==> src/rtl/mem_request_unit.sv <==
// Memory request sequencer between the ALU and the memory system: fetch/data handshake,
// PC-advance pulse, misaligned-address and timeout detection, and sticky halt.
module mem_request_unit #(
  parameter int unsigned ADDR_W  = 32,
  parameter int unsigned DATA_W  = 32,
  parameter int unsigned TIMEOUT = 255
) (
  input  logic              CLK,
  input  logic              nRST,
  input  logic              ihit,
  input  logic              dhit,
  input  logic              mem_read,
  input  logic              mem_write,
  input  logic              halt_in,
  input  logic [ADDR_W-1:0] alu_result,
  input  logic [DATA_W-1:0] store_data,
  input  logic [DATA_W-1:0] dload,
  output logic              imemREN,
  output logic              dmemREN,
  output logic              dmemWEN,
  output logic [ADDR_W-1:0] dmemaddr,
  output logic [DATA_W-1:0] dmemstore,
  output logic [DATA_W-1:0] load_q,
  output logic              pc_en,
  output logic              halt_out,
  output logic [1:0]        fault
);

  localparam logic [1:0] FaultNone     = 2'b00;
  localparam logic [1:0] FaultMisalign = 2'b01;
  localparam logic [1:0] FaultTimeout  = 2'b10;

  // Counter value during the last DATA cycle that may still see dhit before faulting.
  localparam logic [15:0] WaitLast = 16'(TIMEOUT - 1);

  typedef enum logic [1:0] {
    StFetch = 2'b00,
    StData  = 2'b01,
    StHalt  = 2'b10
  } state_e;

  state_e            state_q;
  logic              is_write_q;
  logic [ADDR_W-1:0] addr_q;
  logic [DATA_W-1:0] store_q;
  logic [DATA_W-1:0] load_data_q;
  logic              halt_q;
  logic [1:0]        fault_q;
  logic [15:0]       wait_cnt_q;

  logic mem_access;
  assign mem_access = mem_read | mem_write;

  always_ff @(posedge CLK or negedge nRST) begin
    if (!nRST) begin
      state_q     <= StFetch;
      is_write_q  <= 1'b0;
      addr_q      <= '0;
      store_q     <= '0;
      load_data_q <= '0;
      halt_q      <= 1'b0;
      fault_q     <= FaultNone;
      wait_cnt_q  <= '0;
    end else begin
      unique case (state_q)
        StFetch: begin
          if (ihit) begin
            if (halt_in) begin
              state_q <= StHalt;
              halt_q  <= 1'b1;
            end else if (mem_access) begin
              if (alu_result[1:0] != 2'b00) begin
                if (fault_q == FaultNone) fault_q <= FaultMisalign;
                state_q <= StHalt;
                halt_q  <= 1'b1;
              end else begin
                addr_q     <= alu_result;
                store_q    <= store_data;
                is_write_q <= mem_write;
                wait_cnt_q <= '0;
                state_q    <= StData;
              end
            end
          end
        end
        StData: begin
          if (dhit) begin
            if (!is_write_q) load_data_q <= dload;
            state_q <= StFetch;
          end else begin
            wait_cnt_q <= wait_cnt_q + 16'd1;
            if (wait_cnt_q == WaitLast) begin
              if (fault_q == FaultNone) fault_q <= FaultTimeout;
              state_q <= StHalt;
              halt_q  <= 1'b1;
            end
          end
        end
        StHalt: begin
          halt_q <= 1'b1;
        end
        default: begin
          state_q <= StHalt;
          halt_q  <= 1'b1;
        end
      endcase
    end
  end

  // imemREN is held low while reset is asserted and rises once it is released.
  assign imemREN   = nRST && (state_q == StFetch);
  assign dmemREN   = (state_q == StData) && !is_write_q;
  assign dmemWEN   = (state_q == StData) && is_write_q;
  assign dmemaddr  = addr_q;
  assign dmemstore = store_q;
  assign load_q    = load_data_q;
  assign halt_out  = halt_q;
  assign fault     = fault_q;

  always_comb begin
    pc_en = 1'b0;
    unique case (state_q)
      StFetch: pc_en = ihit && !halt_in && !mem_access;
      StData:  pc_en = dhit;
      default: pc_en = 1'b0;
    endcase
  end

endmodule

==> config.mk <==
export PLATFORM = sky130hd
export DESIGN_NAME = mem_request_unit
export DESIGN_NICKNAME = d
export VERILOG_FILES = /design/src/rtl/mem_request_unit.sv
export SDC_FILE = /design/constraint.sdc
export NUM_CORES = 1
export LEC_CHECK = 0
export BUFFER_PORTS_ARGS = -buffer_cell sky130_fd_sc_hd__buf_2
export CORE_MARGIN = 2
export CORE_UTILIZATION = 47
export DETAILED_ROUTE_END_ITERATION = 8
export HOLD_SLACK_MARGIN = 0.15
export PLACE_DENSITY = 0.89
export SETUP_SLACK_MARGIN = 0.5
export SLEW_MARGIN = 20
export SYNTH_ARGS = -nofsm -noshare
export SYNTH_HDL_FRONTEND = slang
export SYNTH_SLANG_ARGS = --single-unit
==> constraint.sdc <==
create_clock -name CLK -period 2.3 [get_ports CLK]
set_clock_uncertainty 0.15 [all_clocks]
set_input_delay 0.115 -clock CLK [delete_from_list [all_inputs] [get_ports CLK]]
set_output_delay 0.115 -clock CLK [all_outputs]
set_load 0.005 [all_outputs]
==> impl_metrics.yaml <==
cells_and_area:
  layout.area.seq_sq_um: 2960
  drive_above_1_share_pct: 50.7
  fin_nets: 912
  multiInputGateArea_sq_um: 2190
  final.fill_count: 431
  utilization_pct: 87.9
  area_growth_pct: 80.8
setup_path:
  reg2reg_depth: 6
  start_kind: "register"
  max_stage_delay_ns: 0.51
  cp_slowest_cell: "or4_1"
  r2r_slack_ns: 0.06
  timing.rr.end: "wait_cnt_q[15]"
  cp-endpoint: "wait_cnt_q[15]"
  worst_ep_required_time_ns: 2.56
  r2r_start: "state_q[1]"
  path_cells: "buf_6, nor3b_4, buf_4, nand3_1, or4_1, a21oi_1"
  worstPathMaxFanout: 6
  end_kind: "register"
  cp.arrival_ns: 2.51
  path_class: "register to register"
  crit_start: "state_q[1]"
power:
  p_switching_mw: 1.35
  seqPwrFrac_pct: 41.3
  clkPwrFrac_pct: 48.2
  peakVddDrop_v: 0.000558
  pwr_density_cell_nw_per_um2: 642
  intPower_mw: 4.17
  p_sw_share_pct: 24.4
  p_comb_share_pct: 10.6
  leakage_nw: 4.50
floorplan:
  core_sq_um: 9770
  ioPinCount: 206
  rows: 36
  initial_utilization_pct: 48.6
  fp.dieW_um: 105
  fp.dieArea_sq_um: 10900
  die_y_um: 105
timing:
  fin_crit_ns: 2.24
  rsz0062_at_grt: "yes"
  tightest_slew_ns: 0.830
  setup-violations-final: 0
  fin_crit_sh_pct: 97.6
  slew_headroom_pct: 44.7
  setup_ws_ns: 0.0561
  hold_viol: 0
  slew_viol_final: 0
  hold-worst-slack_ns: 0.0637
  fin_tns_setup_ns: 0
  fmax_mhz: 446
yosys:
  syn_avg_cell_area_sq_um: 10.4
  synth_most_common_cell: "nand2_1"
  synth_top_area_share_pct: 62.1
  synthArstFlopShare_pct: 100
  synthCells: 457
  yosys_most_used_dff: "dfrtp_1"
  ys_top_cells_by_area: "dfrtp_1 62%, nand2_1 16%, mux2_2 7.6%"
  synth_fp_nets: 562
  synthDistinctLibCells: 41
  seq_area_frac_synth_pct: 62.1
  synth_edf_count: 0
  syn_area_sq_um: 4750
  synth_common_cells: "198 x nand2_1, 118 x dfrtp_1, 32 x mux2_2, 16 x clkbuf_1, 9 x nor2_1"
  yosysWarnings: 0
  synth_seq_cells: 118
  yosysTopAreaCell: "dfrtp_1"
clock_tree:
  cts.clk_slew.worst_paths_ns: 0.06
  cts_buffer_depth: 2
  clk_latency_ns: 0.51
  numCtsBuffers: 17
  cts_htree_levels: 4
  cts-root-buf: "clkbuf_8"
  cts_tree: "done"
  clock_sinks: 118
routing:
  viasPerCell: 5.55
  post-route-drc-count: 0
  wl_um: 21000
  first_pass_iters: 5
  first_iter_violations: 440
  ant_nets: 0
  vias: 5304
  detail_route.wl_per_cell_um: 22.0
outcome:
  status: "complete, no violations"
grt:
  antenna_found_initial: 2
  grt_pass1_wl_um: 27100
  grt-ovfl-total: 0
  track_usage_pct: 31.9
  grt_start_max_net_pins: 119
  grt_pass1_vias: 5310
min_path:
  hold_path_class: "input port to register"
place:
  io_buffer_count: 205
  hpwlAfterDp_um: 8190
  pre_cts_ws_ns: 0.165
  globalplace.congestion: 0.834
flow_run:
  maxCapViolCount: 0
==> power by group through the flow <==
stage          clock (mW)  combinational [mW]  sequential [mW]
3_3_place_gp            0               0.352             2.27
3_5_place_dp            0               0.369             2.28
4_1_cts              2.63               0.509             2.24
2_1_floorplan           0              0.0915             2.28
5_1_grt              2.76               0.620             2.29
6_report             2.66               0.582             2.28
==> sequential cells by signal, summed over array words and instances, names as in the netlist <==
| name | count |
|---|---|
| state_q | 2 |
| wait_cnt_q | 16 |
| load_q | 32 |
| dmemaddr | 32 |
| dmemstore | 32 |
| halt_out | 1 |
| is_write_q | 1 |
| fault | 2 |
==> stage by stage <==
step                      std cells  area (sq um)  power, mW
after floorplan                 457          4780       2.38
after global placement          781          5970       2.62
after detailed placement        781          5970       2.64
after CTS                       930          7810       5.38
after global routing            955          8590       5.67
final                           955          8590       5.52
==> worst max-delay path, delay by kind of cell, from the launching register on <==
kind	cells	cell delay (ns)
buffers and inverters	2	0.36
AOI/OAI and AO/OA	1	0.24
DFF	1	0.46
and+or+nand+nor	3	0.92
==> cells in the final DEF (no fill, tap or decap), types with 4 or more instances in the layout <==
cell / Yosys / routed
buf_12: 0 / 8
buf_4: 1 / 17
nand4_1: 6 / 6
xor2_1: 5 / 5
dlygate4sd3_1: 0 / 104
o31ai_1: 6 / 6
inv_1: 4 / 4
buf_2: 3 / 204
clkbuf_16: 0 / 22
buf_6: 1 / 8
nand2_4: 0 / 22
or4_1: 5 / 4
a21oi_1: 5 / 5
mux2_2: 32 / 32
nor2_1: 9 / 8
clkinv_2: 0 / 4
nand2_1: 198 / 120
nand2_2: 0 / 56
dfrtp_1: 118 / 116
==> metal layers <==
layer / wire length [um] / GRT usage, % / share of wire [%]
met5: 0 / 0 / 0
met4: 1420 / 19.5 / 6.8
met3: 1780 / 8.42 / 8.5
met2: 11000 / 57.5 / 53
met1: 6750 / 32.8 / 32
==> logic make-up after synthesis <==
family | share of synthesized area (%)
multiplexers | 7.79
XOR/XNOR | 1.29
flip-flops | 62.1
AND/OR/NAND/NOR | 22.8
buffers and inverters | 2.29
AO/OA/AOI/OAI | 3.21
adder cells (fa/ha/maj) | 0.526
==> cell type report <==
type	instances	share of cell area [%]
antenna	2	0.0582
clock buffer	20	4.95
clock inverter	12	1.78
inverter	4	0.175
multi-input combinational	315	25.5
sequential	118	34.4
tap	133	1.94
timing repair buffer	351	31.2
==> worst min-delay path by stage <==
stage | from | endpoint | slack, ns | cells after the start
2_1_floorplan | nRST | dmemaddr[0] | -0.33 | 0
3_3_place_gp | nRST | load_q[29] | 0.12 | 2
3_5_place_dp | nRST | load_q[29] | 0.12 | 2
4_1_cts | dhit | wait_cnt_q[0] | -0.04 | 4
5_1_grt | dhit | state_q[0] | 0.06 | 4
6_report | dhit | state_q[0] | 0.06 | 4
==> what timing repair did <==
item,4_1_cts,5_1_grt
endpoints found under the hold margin,229,6
buffers inserted,11,10
cloned,2,12
hold buffers,104,1
pin swaps,4,115
gates resized for setup,12,136
endpoints found under the setup margin,112,118
(Power assumes the default switching activity.)
